<file path="config.mk">
export PLATFORM = sky130hd
export DESIGN_NAME = serial_chunk_adder_flat
export DESIGN_NICKNAME = d
export VERILOG_FILES = /design/src/rtl/serial_chunk_adder_if.sv /design/src/rtl/serial_chunk_adder.sv /design/src/flat_wrapper.sv
export SDC_FILE = /design/constraint.sdc
export NUM_CORES = 1
export LEC_CHECK = 0
export CAP_MARGIN = 20
export CORE_MARGIN = 2
export CORE_UTILIZATION = 55
export CTS_BUF_LIST = sky130_fd_sc_hd__clkbuf_16
export DETAILED_ROUTE_END_ITERATION = 8
export HOLD_SLACK_MARGIN = 0.03
export PLACE_DENSITY = 0.83
export SYNTH_ARGS = -nofsm -noshare
export SYNTH_HDL_FRONTEND = slang
export SYNTH_SLANG_ARGS = --single-unit
export TNS_END_PERCENT = 1
</file>
<file path="constraint.sdc">
create_clock -name clk -period 4.5 [get_ports clk]
set_clock_uncertainty 0.1 [all_clocks]
set_input_delay 0.45 -clock clk [delete_from_list [all_inputs] [get_ports clk]]
set_output_delay 0.45 -clock clk [all_outputs]
set_load 0.02 [all_outputs]
</file>
<file path="src/rtl/serial_chunk_adder_if.sv">
// Operand/result bundle for serial_chunk_adder: start/busy/done handshake plus
// operands in and registered result out.
interface serial_chunk_adder_if #(
  parameter int unsigned WIDTH = 8
);
  logic             start;
  logic             sub;
  logic [WIDTH-1:0] a;
  logic [WIDTH-1:0] b;
  logic             cin;
  logic             busy;
  logic             done;
  logic [WIDTH-1:0] sum;
  logic             cout;
  logic             overflow;

  modport master (
    output start, sub, a, b, cin,
    input  busy, done, sum, cout, overflow
  );

  modport slave (
    input  start, sub, a, b, cin,
    output busy, done, sum, cout, overflow
  );
endinterface

</file>
<file path="src/rtl/serial_chunk_adder.sv">
// Multi-cycle add/subtract: processes CHUNK bits per clock, LSB chunk first,
// through a registered carry; result is published only when done pulses.
module serial_chunk_adder #(
  parameter int unsigned WIDTH = 8,
  parameter int unsigned CHUNK = 1
) (
  input logic                 clk,
  input logic                 rst_n,
  serial_chunk_adder_if.slave bus
);

  localparam int unsigned N  = WIDTH / CHUNK;
  localparam int unsigned CW = (N > 1) ? $clog2(N) : 1;

  generate
    if (WIDTH < 1 || (WIDTH % CHUNK) != 0) begin : g_bad_params
      $error("serial_chunk_adder: WIDTH must be a nonzero multiple of CHUNK");
    end
  endgenerate

  typedef enum logic {IDLE, RUN} state_t;

  state_t           state;
  logic [WIDTH-1:0] op_a;
  logic [WIDTH-1:0] op_b;
  logic [WIDTH-1:0] acc;
  logic             carry;
  logic [CW-1:0]    cnt;

  logic [31:0]      idx_c;
  logic [CHUNK-1:0] ca_c;
  logic [CHUNK-1:0] cb_c;
  logic [CHUNK:0]   ext_c;
  logic             msb_cin_c;
  logic [WIDTH-1:0] acc_next_c;

  // Chunk adder; the carry into the chunk MSB is recovered from the sum bit.
  always_comb begin
    idx_c      = 32'(cnt) * 32'(CHUNK);
    ca_c       = CHUNK'(op_a >> idx_c);
    cb_c       = CHUNK'(op_b >> idx_c);
    ext_c      = {1'b0, ca_c} + {1'b0, cb_c} + {{CHUNK{1'b0}}, carry};
    msb_cin_c  = ext_c[CHUNK-1] ^ ca_c[CHUNK-1] ^ cb_c[CHUNK-1];
    acc_next_c = acc | (WIDTH'(ext_c[CHUNK-1:0]) << idx_c);
  end

  // Control and datapath; acc is cleared at capture so chunks can be OR-ed in.
  always_ff @(posedge clk or negedge rst_n) begin
    if (!rst_n) begin
      state        <= IDLE;
      op_a         <= '0;
      op_b         <= '0;
      acc          <= '0;
      carry        <= 1'b0;
      cnt          <= '0;
      bus.busy     <= 1'b0;
      bus.done     <= 1'b0;
      bus.sum      <= '0;
      bus.cout     <= 1'b0;
      bus.overflow <= 1'b0;
    end else begin
      bus.done <= 1'b0;
      case (state)
        IDLE: begin
          if (bus.start) begin
            op_a     <= bus.a;
            op_b     <= bus.b ^ {WIDTH{bus.sub}};
            carry    <= bus.sub | bus.cin;
            cnt      <= '0;
            acc      <= '0;
            bus.busy <= 1'b1;
            state    <= RUN;
          end
        end
        RUN: begin
          acc   <= acc_next_c;
          carry <= ext_c[CHUNK];
          if (cnt == CW'(N - 1)) begin
            bus.sum      <= acc_next_c;
            bus.cout     <= ext_c[CHUNK];
            bus.overflow <= msb_cin_c ^ ext_c[CHUNK];
            bus.done     <= 1'b1;
            bus.busy     <= 1'b0;
            state        <= IDLE;
          end else begin
            cnt <= cnt + CW'(1);
          end
        end
        default: state <= IDLE;
      endcase
    end
  end

endmodule

</file>
<file path="src/flat_wrapper.sv">
// flat-port wrapper written by rule: the top's interface ports become plain ports
module serial_chunk_adder_flat 
#(
  parameter int unsigned WIDTH = 8,
  parameter int unsigned CHUNK = 1
)
  (clk, rst_n, bus_start, bus_sub, bus_a, bus_b, bus_cin, bus_busy, bus_done, bus_sum, bus_cout, bus_overflow);
  serial_chunk_adder_if #(.WIDTH(WIDTH)) bus_i ();
  input logic clk;
  input logic rst_n;
  input wire logic [$bits(bus_i.start)-1:0] bus_start;
  input wire logic [$bits(bus_i.sub)-1:0] bus_sub;
  input wire logic [$bits(bus_i.a)-1:0] bus_a;
  input wire logic [$bits(bus_i.b)-1:0] bus_b;
  input wire logic [$bits(bus_i.cin)-1:0] bus_cin;
  output wire logic [$bits(bus_i.busy)-1:0] bus_busy;
  output wire logic [$bits(bus_i.done)-1:0] bus_done;
  output wire logic [$bits(bus_i.sum)-1:0] bus_sum;
  output wire logic [$bits(bus_i.cout)-1:0] bus_cout;
  output wire logic [$bits(bus_i.overflow)-1:0] bus_overflow;
  assign bus_i.start = bus_start;
  assign bus_i.sub = bus_sub;
  assign bus_i.a = bus_a;
  assign bus_i.b = bus_b;
  assign bus_i.cin = bus_cin;
  assign bus_busy = bus_i.busy;
  assign bus_done = bus_i.done;
  assign bus_sum = bus_i.sum;
  assign bus_cout = bus_i.cout;
  assign bus_overflow = bus_i.overflow;
  serial_chunk_adder #(.WIDTH(WIDTH), .CHUNK(CHUNK)) u_core (.clk(clk), .rst_n(rst_n), .bus(bus_i));
endmodule
</file>
==> impl_metrics.py <==
metrics = {
    "critical_path": {
        "cp-end-kind": "flip-flop",
        "regToRegSetupSlack_ns": 1.56,
        "worstPathMaxFanout": 14,
        "required_ns": 4.54,
        "path_class": "flip-flop to flip-flop",
        "cp.arrival_ns": 2.98,
        "r2r_cells": 6,
        "crit_start": "u_core.cnt[0]$_DFFE_PN0P_",
        "r2r-start": "u_core.cnt[0]$_DFFE_PN0P_",
        "r2r_end": "u_core.bus.sum[6]$_DFFE_PN0P_",
        "cp-start-kind": "flip-flop",
    },
    "synthesis": {
        "ys_types": 25,
        "synthesis.nets": 199,
        "synth-seq-cells": 41,
        "yosysSeqAreaShare_pct": 55.5,
        "syn_area_um2": 1850,
        "netlist_instances": 174,
        "ys_warn_count": 0,
        "synth.avg_cell_area_um2": 10.6,
    },
    "sta": {
        "relSlewSlack_pct": 36.4,
        "max_freq_mhz": 341,
        "slew_viol_final": 0,
        "fin_crit_ns": 2.94,
        "setup_viol": 0,
        "hold_slack_ns": 0.188,
        "worst_pin_slew_ns": 0.955,
        "rsz0062_at_grt": "no",
        "hold_viol": 0,
        "layout_worst_path_cycle_share_pct": 65.2,
        "tns_ns": 0,
    },
    "pwr": {
        "internal-power_w": 0.00121,
        "switchingPower_w": 0.000709,
        "clkPwrFrac_pct": 20.4,
        "total_power_w": 0.00191,
        "p_seq_share_pct": 36.2,
        "switching_share_pct": 37.0,
        "p_leak_nw": 1.07,
        "power_density_nw_per_um2": 819,
        "power_frac_comb_pct": 43.4,
        "irDropWorstVdd_mv": 0.344,
    },
    "clocking": {
        "htree_levels": 2,
        "cts_buffers": 5,
        "post_cts_buffers": 0,
        "ctsHoldBuffers": 0,
        "clk_path_buf_depth": 2,
        "cts_tree": "done",
        "clock_sinks": 41,
        "root_buffer": "clkbuf_16",
        "clk_latency_ns": 0.28,
        "path_clk_slew_ns": 0.06,
        "ctsResizeCount": 0,
    },
    "hold_path": {
        "hp-class": "input pin to async pin",
    },
    "final_layout": {
        "final_common_cell": "nand2_1",
        "final_layout_size_suffix_gt1_share_pct": 6.40,
        "antennaDiodeCount": 0,
        "nets": 227,
        "nFillCells": 251,
        "layout_common_cells": "nand2_1 (43), dfrtp_1 (41), clkdlybuf4s50_1 (31)",
        "syn_to_final_growth_pct": 26.3,
    },
    "global_route": {
        "grt-ovfl-total": 0,
        "grt_pass1_wl_um": 5930,
        "grt_max_degree": 42,
        "grt_usage_pct": 22.2,
        "antenna_found_initial": 0,
        "grt_pass1_vias": 1274,
    },
    "detailed_routing": {
        "routed_wl_um": 3630,
        "antenna_left": 0,
        "dr.first_iter.drc_count": 77,
        "routedWlPerCell_um": 14.6,
        "vias_per_cell": 5.45,
        "drcViolationCount": 0,
        "vias": 1357,
        "drtPass1Iterations": 4,
    },
    "floorplan": {
        "boundaryPins": 33,
        "dieArea_um2": 3840,
        "rows": 21,
        "start_util_pct": 56.3,
        "core_area_um2": 3280,
        "die_w_um": 62.0,
        "die_h_um": 62.0,
    },
    "placed_design": {
        "numPortBuffers": 32,
        "place.gp.congestion": 0.805,
        "place_hpwl_um": 2500,
    },
    "status": {
        "status": "finished clean",
    },
    "job": {
        "maxCapViolCount": 0,
    },
}
==> routing by layer <==
metal | GRT usage [%] | vias to the layer above | wire length [µm]
met3 | 7.66 | 11 | 266
met4 | 10.6 | 0 | 111
met1 | 27.1 | 634 | 1450
met5 | 0 | - | 0
met2 | 35.1 | 62 | 1790
li1 | - | 650 | -
==> kinds of logic after synthesis <==
group / count (synthesis) / synth area share, %
mux: 10 / 8.05
simple gates: 56 / 12.5
compound gates: 38 / 12.7
xor+xnor: 10 / 4.74
flops: 41 / 55.5
buf+inv: 15 / 3.45
fa+ha+maj: 4 / 3.11
==> worst max path at each step <==
stage                                                to  cells past startpoint  slack [ns]
after global placement    u_core.bus.sum[6]$_DFFE_PN0P_                      6        1.67
after floorplan           u_core.bus.sum[6]$_DFFE_PN0P_                      8        1.74
after global routing      u_core.bus.sum[6]$_DFFE_PN0P_                      6        1.41
after CTS                 u_core.bus.sum[6]$_DFFE_PN0P_                      6        1.57
after detailed placement  u_core.bus.sum[6]$_DFFE_PN0P_                      6        1.58
final                     u_core.bus.sum[6]$_DFFE_PN0P_                      6        1.56
==> stage by stage <==
step,util (%),area [µm²],setup slack (ns),std cells
after floorplan,-,1850,1.74,174
after global placement,66.2,2170,1.67,241
after detailed placement,66.2,2170,1.58,241
after CTS,71.1,2340,1.57,249
after global routing,71.1,2340,1.41,249
final,71.1,2340,1.56,249
==> synthesized netlist by cell type <==
master	instances	share of area [%]
or3_1	1	0.34
xnor2_1	10	4.7
nor2_1	6	1.2
a22o_1	5	2.4
nand2b_1	1	0.34
mux4_2	1	1.2
mux2_2	3	1.8
a31oi_1	5	1.7
a32o_1	3	1.6
ha_1	3	2.0
inv_1	4	0.81
and3_2	1	0.41
and2b_2	1	0.47
mux4_1	2	2.8
o21ai_0	19	5.1
a21oi_1	4	1.1
dfrtp_1	41	55
fa_1	1	1.1
nand2_1	43	8.7
buf_6	1	0.61
o21ai_1	1	0.27
clkbuf_1	10	2.0
a41oi_1	1	0.47
mux2i_1	4	2.2
nor2b_1	3	1.0
==> power groups by stage <==
| stage | registers (W) | clock network [W] | logic (W) |
|---|---|---|---|
| floorplan | 0.000676 | 0 | 0.000603 |
| global placement | 0.000681 | 0 | 0.000774 |
| detailed placement | 0.000697 | 0 | 0.000827 |
| CTS | 0.000691 | 0.000394 | 0.000838 |
| global route | 0.000716 | 0.000412 | 0.000935 |
| finish | 0.000693 | 0.000391 | 0.000830 |
==> layout make-up <==
type	instances	area, µm²	area share, %
clock inverters	3	37.5	1.61
inverters	4	15.0	0.643
repair buffers	32	315	13.5
multi-input cells	118	759	32.5
flip-flops and latches	41	1030	43.9
clock buffers	5	125	5.36
well taps	46	57.6	2.46
==> worst max-delay path, cell delays in order, from the launching register on <==
cell and delay [ns]:
dfrtp_1 0.68, mux4_1 0.61, mux2_2 0.29, fa_1 0.53, and2b_2 0.29, a31oi_1 0.20, o21ai_0 0.09
==> registers in the layout, indices dropped and copies added (netlist names) <==
signal,cells
u_core.acc,8
u_core.carry,1
u_core.state,1
u_core.op_a,8
u_core.op_b,8
u_core.bus.busy,1
u_core.bus.done,1
u_core.bus.sum,8
u_core.bus.cout,1
u_core.cnt,3
u_core.bus.overflow,1
(Power assumes the default switching activity.)
==> variant, RTL diff (config.mk and constraints unchanged) <==
`WIDTH` is set to 8 in 3 places; all go to 16.
--- a/src/rtl/serial_chunk_adder_if.sv
+++ b/src/rtl/serial_chunk_adder_if.sv
@@ -3,3 +3,3 @@
 interface serial_chunk_adder_if #(
-  parameter int unsigned WIDTH = 8
+  parameter int unsigned WIDTH = 16
 );
--- a/src/rtl/serial_chunk_adder.sv
+++ b/src/rtl/serial_chunk_adder.sv
@@ -3,3 +3,3 @@
 module serial_chunk_adder #(
-  parameter int unsigned WIDTH = 8,
+  parameter int unsigned WIDTH = 16,
   parameter int unsigned CHUNK = 1
--- a/src/flat_wrapper.sv
+++ b/src/flat_wrapper.sv
@@ -3,3 +3,3 @@
 #(
-  parameter int unsigned WIDTH = 8,
+  parameter int unsigned WIDTH = 16,
   parameter int unsigned CHUNK = 1
Interface: changed (resized bus_a, bus_b and bus_sum); port bits go from 33 to 57. The function was not compared with the original's and may differ.
==> variant against the original RTL <==
First-iteration DRC count grew 130%; routed wire length rose by 91%; core utilization grew 1.1 points; highest routed layer unchanged; setup slack worse by 0.51 ns; cell count rose by 86%; design area increased by 82%; die area increased by 74%; synthesized area rose by 80%; worst hold slack worse by 0.13 ns; combinational power grew 48%; maximum frequency fell by 15%; sequential cell count increased by 33; total power rose by 68%.
==> variant: results (changes against the original RTL) <==
* Outcome: complete, no violations (unchanged)
* Share of cells above drive strength 1 at 0.0668 (was 0.0640)
* Relative slew slack at 0.416 (was 0.364)
* Via-per-instance ratio at 5.37 (was 5.45)
* Clk Latency, worst-skew pair at 0.34 ns (was 0.28 ns)
* Met2 Use GR at 0.406 (was 0.351)
* Largest net degree at the start of global routing at 53 (was 42)
* # H-tree levels at 3 (was 2)
* Register area share after synthesis at 0.556 (was 0.555)
* Post_cts resized at 0 (unchanged)
* DRT Pass-1 Iters at 4 (unchanged)
* Number of global-route vias before repair at 2537 (was 1274)
* Post-synth top cells: nand2_1, dfrtp_1, a21oi_1 (was nand2_1, dfrtp_1, o21ai_0)
* Avg WL per Cell at 14.9 microns (was 14.6 microns)
* RePlAce Congestion at 0.856 (was 0.805)
* YS warnings at 0 (unchanged)
* Root buf cell: clkbuf_16 (unchanged)
* Layout net count at 424 (was 227)
* Yosys cell types at 33 (was 25)
* Hold Crit Class: primary input to asynchronous set/reset pin (unchanged)
* ANT cells at 0 (unchanged)
* Slowest library cell on the worst path: dfrtp_1 (unchanged)
* HPWL after DPL at 4620 microns (was 2500 microns)
* Syn Nets at 376 (was 199)
* Port Buffer Count at 56 (was 32)
* Main synth FF type: dfrtp_1 (unchanged)
* Peak VDD IR at 0.417 mV (was 0.344 mV)
* Worst path top cell family by delay: multiplexers (unchanged)
* CTS Buf Count at 9 (was 5)
* P_leak at 1.96 nW (was 1.07 nW)
* First-pass GRT wire length at 11700 microns (was 5930 microns)
* Gr usage total at 0.239 (was 0.222)
* Fillcell total at 430 (was 251)
* Asr flop ratio synth at 1.00 (unchanged)
* Met3 Use GR at 0.0626 (was 0.0766)
* Initial antenna violation count at 0 (unchanged)
* CP Max Fanout at 17 (was 14)
* Largest cells by area after synthesis: dfrtp_1, nand2_1, a21oi_1 (was dfrtp_1, nand2_1, o21ai_0)
* Postcts setup bufs at 0 (unchanged)
* GR Util met1 at 0.288 (was 0.271)
* CTS max path bufs at 2 (unchanged)
* CTS clk-pin slew, worst paths at around 0.05 ns
* Iteration-0 DRC Markers at 180 (was 77)
* Worst path max stage delay at 0.80 ns (was 0.68 ns)
* Post-place setup slack at 1.10 ns (was 1.58 ns)
## variant: changes by cell type after synthesis, moves of 6 or more
cell / delta
a21oi_1: +28
clkbuf_1: +6
dfrtp_1: +33
nand2_1: +48
nor2_1: +15
o21ai_0: -9
o21ai_1: +24
xnor2_1: +7
## variant: layout make-up
class                   instances  area (sq um)  share of cell area
flip-flops and latches         74          1850               0.436
multi-input cells             237          1370               0.323
repair buffers                 60           593               0.140
clock buffers                   9           225              0.0530
clock inverters                 7           108              0.0253
well taps                      75          93.8              0.0221
inverters                       2          7.51             0.00177
## variant: logic make-up after synthesis
logic type / after synthesis / share of synthesized area
mux: 11 / 0.0676
fa+ha+maj: 3 / 0.0135
xor+xnor: 19 / 0.0499
flops: 74 / 0.556
buf+inv: 25 / 0.0334
compound gates: 72 / 0.114
simple gates: 132 / 0.166
## variant: report_power, final
| part | internal (mW) | switching [mW] |
|---|---|---|
| clock network | 0.535 | 0.268 |
| logic | 0.578 | 0.647 |
| registers | 0.953 | 0.237 |
| total | 2.07 | 1.15 |
## variant: per-stage QoR
stage | cells | hold WS [ns] | cell area [sq um] | power (mW) | utilization
global placement | 447 | 0.353 | 3900 | 2.34 | 0.663
detailed placement | 448 | 0.362 | 3920 | 2.41 | 0.666
floorplan | 336 | 0.0544 | 3330 | 2.02 | -
global route | 464 | 0.126 | 4250 | 3.44 | 0.722
finish | 464 | 0.0603 | 4250 | 3.22 | 0.722
CTS | 464 | 0.0866 | 4250 | 3.24 | 0.722
## variant: routing by layer
| layer | routed length, microns | vias to the layer above |
|---|---|---|
| met5 | 0 | - |
| met4 | 147 | 0 |
| met3 | 305 | 13 |
| met2 | 3620 | 84 |
| met1 | 2850 | 1177 |
| li1 | - | 1217 |
## variant: final timing paths
path | from | end | slack [ns] | cells past startpoint
setup / recovery | u_core.cnt[0] | u_core.bus.sum[5] | 1.05 | 7
hold / removal | rst_n | u_core.bus.cout | 0.06 | 1
setup reg to reg | u_core.cnt[0] | u_core.bus.sum[5] | 1.05 | 7
hold reg to reg | u_core.op_a[2] | u_core.op_a[2] | 0.37 | 2
max in group asynchronous | rst_n | u_core.acc[1] | 3.25 | 2
min in group clk | u_core.op_a[2] | u_core.op_a[2] | 0.37 | 2
